==> src/rtl/addsub_pkg.sv <==
// Shared types and helpers for the add/sub accumulator front-end.
package addsub_pkg;

   // Datapath width of the add_sub_8bit core.
   localparam int DATA_W = 8;

   typedef enum logic [1:0] {
      OP_CLR  = 2'd0,
      OP_LOAD = 2'd1,
      OP_ADD  = 2'd2,
      OP_SUB  = 2'd3
   } op_t;

   typedef enum logic {
      S_IDLE = 1'b0,
      S_EXEC = 1'b1
   } state_t;

   // Two's-complement overflow from the sign bits of A, B and the result.
   // Subtraction overflows when the operands differ in sign and the result
   // sign departs from A; addition when they agree and the result departs.
   function automatic logic ovf_detect(input logic i_sub,
                                       input logic i_a_msb,
                                       input logic i_b_msb,
                                       input logic i_r_msb);
      logic w_same;
      w_same = (i_a_msb == i_b_msb);
      if (i_sub)
         return !w_same && (i_r_msb != i_a_msb);
      else
         return w_same && (i_r_msb != i_a_msb);
   endfunction

endpackage

==> src/rtl/add_sub_8bit.sv <==
// Combinational 8-bit adder/subtractor: Result = A + B, or A - B when
// Subtract is set. Wraps modulo 256.
module add_sub_8bit (
   input  logic [7:0] A,
   input  logic [7:0] B,
   input  logic       Subtract,
   output logic [7:0] Result
);

   // Single adder with B conditionally inverted and carry-in for subtract.
   always_comb begin
      Result = A + (Subtract ? ~B : B) + {7'd0, Subtract};
   end

endmodule

==> src/rtl/addsub_accumulator.sv <==
// Command front-end around add_sub_8bit: holds an accumulator fed back as
// operand A, accepts CLR/LOAD/ADD/SUB over valid/ready, and repeats ADD/SUB
// a programmable number of times. DATA_W must stay 8 to match the core.
module addsub_accumulator
   import addsub_pkg::*;
#(
   parameter int REP_W  = 4,
   parameter int DATA_W = 8
) (
   input  logic              clk,
   input  logic              rst_n,
   input  logic              cmd_valid,
   output logic              cmd_ready,
   input  logic [1:0]        cmd_op,
   input  logic [DATA_W-1:0] cmd_data,
   input  logic [REP_W-1:0]  cmd_rep,
   output logic [DATA_W-1:0] acc,
   output logic              zero,
   output logic              ovf,
   output logic              done
);

   localparam logic [REP_W-1:0] ONE_REP = {{(REP_W-1){1'b0}}, 1'b1};

   state_t              r_state;
   logic [DATA_W-1:0]   r_acc;
   logic [DATA_W-1:0]   r_opnd;
   logic                r_sub;
   logic [REP_W-1:0]    r_rem;
   logic                r_ovf;
   logic                r_done;

   state_t              w_state_cur;
   state_t              w_state_nxt;
   logic [DATA_W-1:0]   w_acc_nxt;
   logic [DATA_W-1:0]   w_opnd_nxt;
   logic                w_sub_nxt;
   logic [REP_W-1:0]    w_rem_nxt;
   logic                w_ovf_nxt;
   logic                w_done_nxt;
   logic                w_ready;
   logic [DATA_W-1:0]   w_result;
   logic                w_ovf_now;
   op_t                 w_op;

   add_sub_8bit u_core (
      .A        (r_acc),
      .B        (r_opnd),
      .Subtract (r_sub),
      .Result   (w_result)
   );

   assign w_op      = op_t'(cmd_op);
   assign w_ovf_now = ovf_detect(r_sub, r_acc[DATA_W-1], r_opnd[DATA_W-1],
                                 w_result[DATA_W-1]);

   // State and datapath registers; reset discards any operation in flight.
   always_ff @(posedge clk) begin
      if (!rst_n) begin
         r_state <= S_IDLE;
         r_acc   <= '0;
         r_opnd  <= '0;
         r_sub   <= 1'b0;
         r_rem   <= '0;
         r_ovf   <= 1'b0;
         r_done  <= 1'b0;
      end else begin
         r_state <= w_state_nxt;
         r_acc   <= w_acc_nxt;
         r_opnd  <= w_opnd_nxt;
         r_sub   <= w_sub_nxt;
         r_rem   <= w_rem_nxt;
         r_ovf   <= w_ovf_nxt;
         r_done  <= w_done_nxt;
      end
   end

   // Next-state and command decode; anything not EXEC behaves as IDLE.
   always_comb begin
      w_state_cur = (r_state == S_EXEC) ? S_EXEC : S_IDLE;
      w_state_nxt = w_state_cur;
      w_acc_nxt   = r_acc;
      w_opnd_nxt  = r_opnd;
      w_sub_nxt   = r_sub;
      w_rem_nxt   = r_rem;
      w_ovf_nxt   = r_ovf;
      w_done_nxt  = 1'b0;
      w_ready     = 1'b0;
      case (w_state_cur)
         S_EXEC: begin
            w_acc_nxt = w_result;
            w_ovf_nxt = r_ovf | w_ovf_now;
            w_rem_nxt = r_rem - ONE_REP;
            // <= 1 rather than == 1 so a corrupted zero count cannot spin.
            if (r_rem <= ONE_REP) begin
               w_state_nxt = S_IDLE;
               w_done_nxt  = 1'b1;
            end
         end
         default: begin
            w_ready = 1'b1;
            if (cmd_valid) begin
               w_ovf_nxt = 1'b0;
               case (w_op)
                  OP_CLR: begin
                     w_acc_nxt  = '0;
                     w_done_nxt = 1'b1;
                  end
                  OP_LOAD: begin
                     w_acc_nxt  = cmd_data;
                     w_done_nxt = 1'b1;
                  end
                  default: begin
                     w_opnd_nxt  = cmd_data;
                     w_sub_nxt   = (w_op == OP_SUB);
                     w_rem_nxt   = (cmd_rep == '0) ? ONE_REP : cmd_rep;
                     w_state_nxt = S_EXEC;
                  end
               endcase
            end
         end
      endcase
   end

   assign cmd_ready = w_ready;
   assign acc       = r_acc;
   assign zero      = (r_acc == '0);
   assign ovf       = r_ovf;
   assign done      = r_done;

endmodule

==> config.mk <==
export PLATFORM = sky130hd
export DESIGN_NAME = addsub_accumulator
export DESIGN_NICKNAME = d
export VERILOG_FILES = /design/src/rtl/addsub_pkg.sv /design/src/rtl/add_sub_8bit.sv /design/src/rtl/addsub_accumulator.sv
export SDC_FILE = /design/constraint.sdc
export NUM_CORES = 1
export LEC_CHECK = 0
export BUFFER_PORTS_ARGS = -buffer_cell sky130_fd_sc_hd__buf_2
export CAP_MARGIN = 20
export CORE_MARGIN = 5
export CORE_UTILIZATION = 59
export CTS_CLUSTER_SIZE = 8
export DETAILED_ROUTE_END_ITERATION = 8
export PLACE_DENSITY = 0.84
export SLEW_MARGIN = 10
export SYNTH_ARGS = -nofsm -noshare
export SYNTH_HDL_FRONTEND = slang
export SYNTH_SLANG_ARGS = --single-unit
==> constraint.sdc <==
create_clock -name clk -period 5.5 [get_ports clk]
set_clock_uncertainty 0.05 [all_clocks]
set_input_delay 1.1 -clock clk [delete_from_list [all_inputs] [get_ports clk]]
set_output_delay 1.1 -clock clk [all_outputs]
set_load 0.02 [all_outputs]
# == Word-level counts from Yosys, hierarchy flattened ==
# Index checks and enable logic that the tools add are counted.
# classes
addsub,3
n_lt_le_gt_ge,1
eq_ne,5
muxes,21
n_bitwise,4
reduce_logical,12
# op_table
operator,n
8-bit 2-to-1 mux,3
4-bit 2-to-1 mux,4
8-bit one-hot mux with 2 select lines,1
1-bit 2-to-1 mux,13
8-bit by 1-bit adder with 8-bit output,1
8-bit adder,1
8-bit zero test,1
8-bit NOT,1
"4-bit by 1-bit less-or-equal comparator with 1-bit output, second input constant",1
4-bit zero test,1
2-bit AND reduction,2
"4-bit by 1-bit subtractor with 4-bit output, second input constant",1
3-bit AND reduction,1
3-bit nonzero test,1
"2-bit by 1-bit == test with 1-bit output, second input constant",1
"2-bit == test, second input constant",1
1-bit logical AND,2
2-bit zero test,1
"2-bit by 1-bit != test with 1-bit output, second input constant",1
1-bit NOT,2
2-bit nonzero test,1
2-bit OR reduction,1
1-bit == test,1
1-bit zero test,1
2 further kinds,2
# totals
regBits,24
in_bits,17
output_inout_bits,12
wordCells,53

# == Depth between registers and ports, before layout ==
# logic_depth
word_depth,9
mapped_depth,7

# == Cells and area by module ==
# From an unflattened synthesis, not the netlist that was laid out.
# unflattened
cells_unflattened,184
hier_area_um2,1549.0
# by_module_without_submodules
mod,n_inst,cells_per_inst,area_each_um2
addsub_accumulator,1,137,1154.9
add_sub_8bit,1,47,394.1

# == Worst setup path after synthesis ==
# Ideal clock, no wire load.
# synth_timing
kind,register to output
startpoint,"register r_acc[2], in the netlist acc[2]"
endpoint,output port zero
arrival_ns,1.212
path_slack_ns,3.138
path_stages_with_launch,3
n_path_buf,0
path_cell_list,dfxtp_1 > or4_1 > nor2_1
# synth_via
elab_chain_cells,1
# synth_lines
item,line,rtl
from (decl),addsub_accumulator.sv:26,logic [DATA_W-1:0] r_acc;
from (signal assigned),addsub_accumulator.sv:69,r_acc <= w_acc_nxt;
8-bit zero test,addsub_accumulator.sv:127,assign zero = (r_acc == '0);
to (decl),addsub_accumulator.sv:18,"output logic zero,"
# Every way passes these cells.

# == Final worst setup path ==
# layout_timing
startpoint,register r_state
endpoint,output port cmd_ready
# layout_via
elab_chain_cells,2
# layout_lines
item,line,rtl
from (decl),addsub_accumulator.sv:25,state_t r_state;
from (signal assigned),addsub_accumulator.sv:68,r_state <= w_state_nxt;
1-bit 2-to-1 mux,addsub_accumulator.sv:80,w_state_cur = (r_state == S_EXEC) ? S_EXEC : S_IDLE;
1-bit 2-to-1 mux,addsub_accumulator.sv:89,case (w_state_cur)
to (decl),addsub_accumulator.sv:13,"output logic cmd_ready,"
# Every way passes these cells.

==> metrics list <==
- Synthesis produced a netlist whose cell count is 187.
* Number of cells on the worst hold path: 2
- The startpoint identified for the worst register-to-register timing path is r_sub$_SDFFE_PN0P_.
* Mean instance size in the synthesized netlist: 8.069 um^2
* Leading post-synthesis cells by cell area: sky130_fd_sc_hd__dfxtp_1 (32%), sky130_fd_sc_hd__ha_1 (6.6%), sky130_fd_sc_hd__xor2_1 (6.4%)
- Total global routing overflow: 0
- Placer's final routability congestion estimate: a little over 0.9
* Total standard cell area after synthesis: 0.001509 mm^2
- The max-slew violation total from the final report was 0.
* Data required, critical path: 4.35 ns
- Clock tree synthesis inserted a total of 3 buffers.
- Maximum frequency from static timing analysis: 316.7 MHz
* I/O pin count: 29
- Number of levels the H-tree was split into: 1
- The number of antenna violations at the first check in global routing is 0.
- For this run, the leading register cell type out of synthesis is sky130_fd_sc_hd__dfxtp_1.
- Of all flip-flops after synthesis, the portion carrying an async set or reset was 0%.
- The netlist uses 44 different library cells.
- Leading cell type by number of instances after synthesis: sky130_fd_sc_hd__dfxtp_1
* Worst hold slack across all endpoints: 0.4537 ns
* CP arrival: roughly 2 ns
- Total setup buffers inserted after CTS: 0
- Max transition margin: a little over a third
- The clock reaches the later pin of the worst-skew pair after 0.33 ns.
* IR Drop Worst-Case VDD: about 0.00022 V
- In this run, synthesis inferred 0 flip-flops with an integrated enable.
- Fin. Hold Viols: 0
* Clock sink count: 24
- Once the clock tree was built, the resizer swapped 0 gates to a different size.
- Power density normalized to cell area: between 200 and 300 mW/mm^2
* GR Util All Layers: 24.46%
- In this run the worst hold path is classified as register to register.
- CTS tree: yes
- The count of cells in the finished layout, fillers not included, comes to between 200 and 250.
* Crit. End Element: output pin
* Element type at the critical path start: register
- Number of vias per cell: between 6 and 7
- The worst setup path is of the register to output pin kind.
- The number of global-route vias before repair was about 1500.
- Wire length of the first global-routing pass: about 6800 um
- After detailed routing, the number of remaining DRC violations is 0.
- Post-synthesis sequential area ratio: between 30% and 40%
- Final wirelength: ~4000 um
* Area of the placeable core: around 0.0025 mm^2
- Summed over all instances, the cell type with the most area after synthesis is sky130_fd_sc_hd__dfxtp_1.
* Pin slew with the least headroom to its limit: about 0.96 ns
- Counting along the longest clock path gives a buffer depth of 2.
- Setup-violating endpoint count in the final report: 0
* Via Count: 1561
- Number of nets produced by synthesis: 213
- The floorplan has 18 rows.
* Max Cap Violations: 0
- The final layout contains roughly 230 nets.
* Final antenna-violating net count: 0
- Clock period minus final worst setup slack: around 3.2 ns
* CTS clk-pin slew, worst paths: 0.13 ns
- Antenna cells: 0
* Launching element of the worst setup path: r_state$_SDFF_PN0_
- For this design the static power due to leakage is 0.7712 nW.
- Routed wirelength normalized by instance count: ~17 um
- Relative to the synthesized area, the layout overhead comes to 11.61%.
- The initial utilization of the core area, before any placement, comes to around 60%.
* Chip height: 60.57 um
- Post-Route Setup TNS: 0 ns
- For this run, the number of Yosys warnings is 0.
- Die Area: around 0.0037 mm^2
- Of the cells placed in the final design, the portion with a size suffix greater than 1 is 17.39%.
- The tree is rooted in a sky130_fd_sc_hd__clkbuf_4.
* Worst-path fanout max: 31
- The worst register-to-register path has a depth of 6.
* Inst Count DP: about 230
- Setup repair after global routing left no endpoint under its margin.
* Number of register bits inferred by synthesis: 24
- The design draws ~450 uW.
* Result of the run: complete, no violations
- Horizontal die dimension: a little over 60 um
* Fraction of synthesized cell area taken by the top area cell type: a little under a third
- Starting DRC count in detailed routing: ~150
- Before antenna repair, the detailed router went through 5 iterations.
- The startpoint identified for the worst hold timing path is r_opnd[4]$_SDFFE_PN0P_.
* Share of the core filled with cells in the final layout: 68.60%
* Estimated wirelength of the detail-placed design: between 2000 and 3000 um
- After clock tree synthesis, the flow added hold-fix buffers numbering 0.
- During placement, the flow inserted port buffers numbering 28.
* Pin count of the biggest net entering global routing: 32
- Post-synth top cells: sky130_fd_sc_hd__dfxtp_1 (24), sky130_fd_sc_hd__nand2_1 (19), sky130_fd_sc_hd__a21oi_1 (18), sky130_fd_sc_hd__o21ai_0 (15), sky130_fd_sc_hd__xor2_1 (11)
- Portion of the clock cycle consumed by the worst path in the final layout: ~57%
==> power by group <==
part,leakage (nW),switching (mW),internal [mW]
logic,0.547,0.0706,0.0440
registers,0.197,0.0167,0.186
clock network,0.0279,0.0574,0.0738
==> cells in the final DEF (no fill, tap or decap), types with 6 or more instances in the layout <==
master / count
sky130_fd_sc_hd__dfxtp_1: 24
sky130_fd_sc_hd__buf_2: 28
sky130_fd_sc_hd__nor2_1: 10
sky130_fd_sc_hd__nand2_1: 19
sky130_fd_sc_hd__ha_1: 8
sky130_fd_sc_hd__a21oi_1: 18
sky130_fd_sc_hd__xor2_1: 11
sky130_fd_sc_hd__nand3_1: 6
sky130_fd_sc_hd__inv_1: 6
sky130_fd_sc_hd__o21ai_0: 15
sky130_fd_sc_hd__a211oi_1: 10
==> critical path, stage by stage, from the launching register on <==
cell,delay (ns)
sky130_fd_sc_hd__dfxtp_1,0.98
sky130_fd_sc_hd__inv_1,0.41
sky130_fd_sc_hd__buf_2,0.28
==> cells by family (layout without fill, tap and decap cells) <==
family	Yosys count	count (layout)	share of synthesized area, %
multiplexers	1	1	0.7462
buffers and inverters	19	39	5.389
adder cells (fa/ha/maj)	9	9	7.961
AO/OA/AOI/OAI	65	65	28.11
flip-flops	24	24	31.84
AND/OR/NAND/NOR	58	58	19.57
XOR/XNOR	11	11	6.385
==> final timing paths <==
check	slack, ns	to
worst max register to register	3.05	acc[6]$_SDFFE_PN0P_
worst max-delay path	2.34	cmd_ready
worst min-delay path	0.45	r_opnd[4]$_SDFFE_PN0P_
worst min register to register	0.45	r_opnd[4]$_SDFFE_PN0P_
==> layout make-up <==
cell class | count | area [um^2]
tap | 30 | 37.54
timing repair buffer | 28 | 140.1
inverter | 7 | 26.28
multi-input combinational | 144 | 947.2
fill | 213 | 770.7
clock inverter | 1 | 30.03
clock buffer | 3 | 22.52
sequential | 24 | 480.5
==> layer usage <==
metal / global-route usage (%) / wire length, um / vias up
li1: - / - / 735
met2: 41.98 / 2011 / 81
met4: 11.15 / 102 / 0
met3: 4.255 / 283 / 11
met5: 0 / 0 / -
met1: 29.70 / 1582 / 734
==> registers in the layout (all words and copies together), names as in the netlist <==
register / count
ovf: 1
done: 1
r_opnd: 8
r_state: 1
acc: 8
r_rem: 4
r_sub: 1
==> through the flow <==
step | worst slack [ns] | instance area, um^2
global placement | 2.838 | 1632
CTS | 2.422 | 1684
detailed placement | 2.801 | 1632
global route | 2.191 | 1684
floorplan | 3.138 | 1509
finish | 2.343 | 1684
Note: power is estimated with default switching activity, not from simulation.
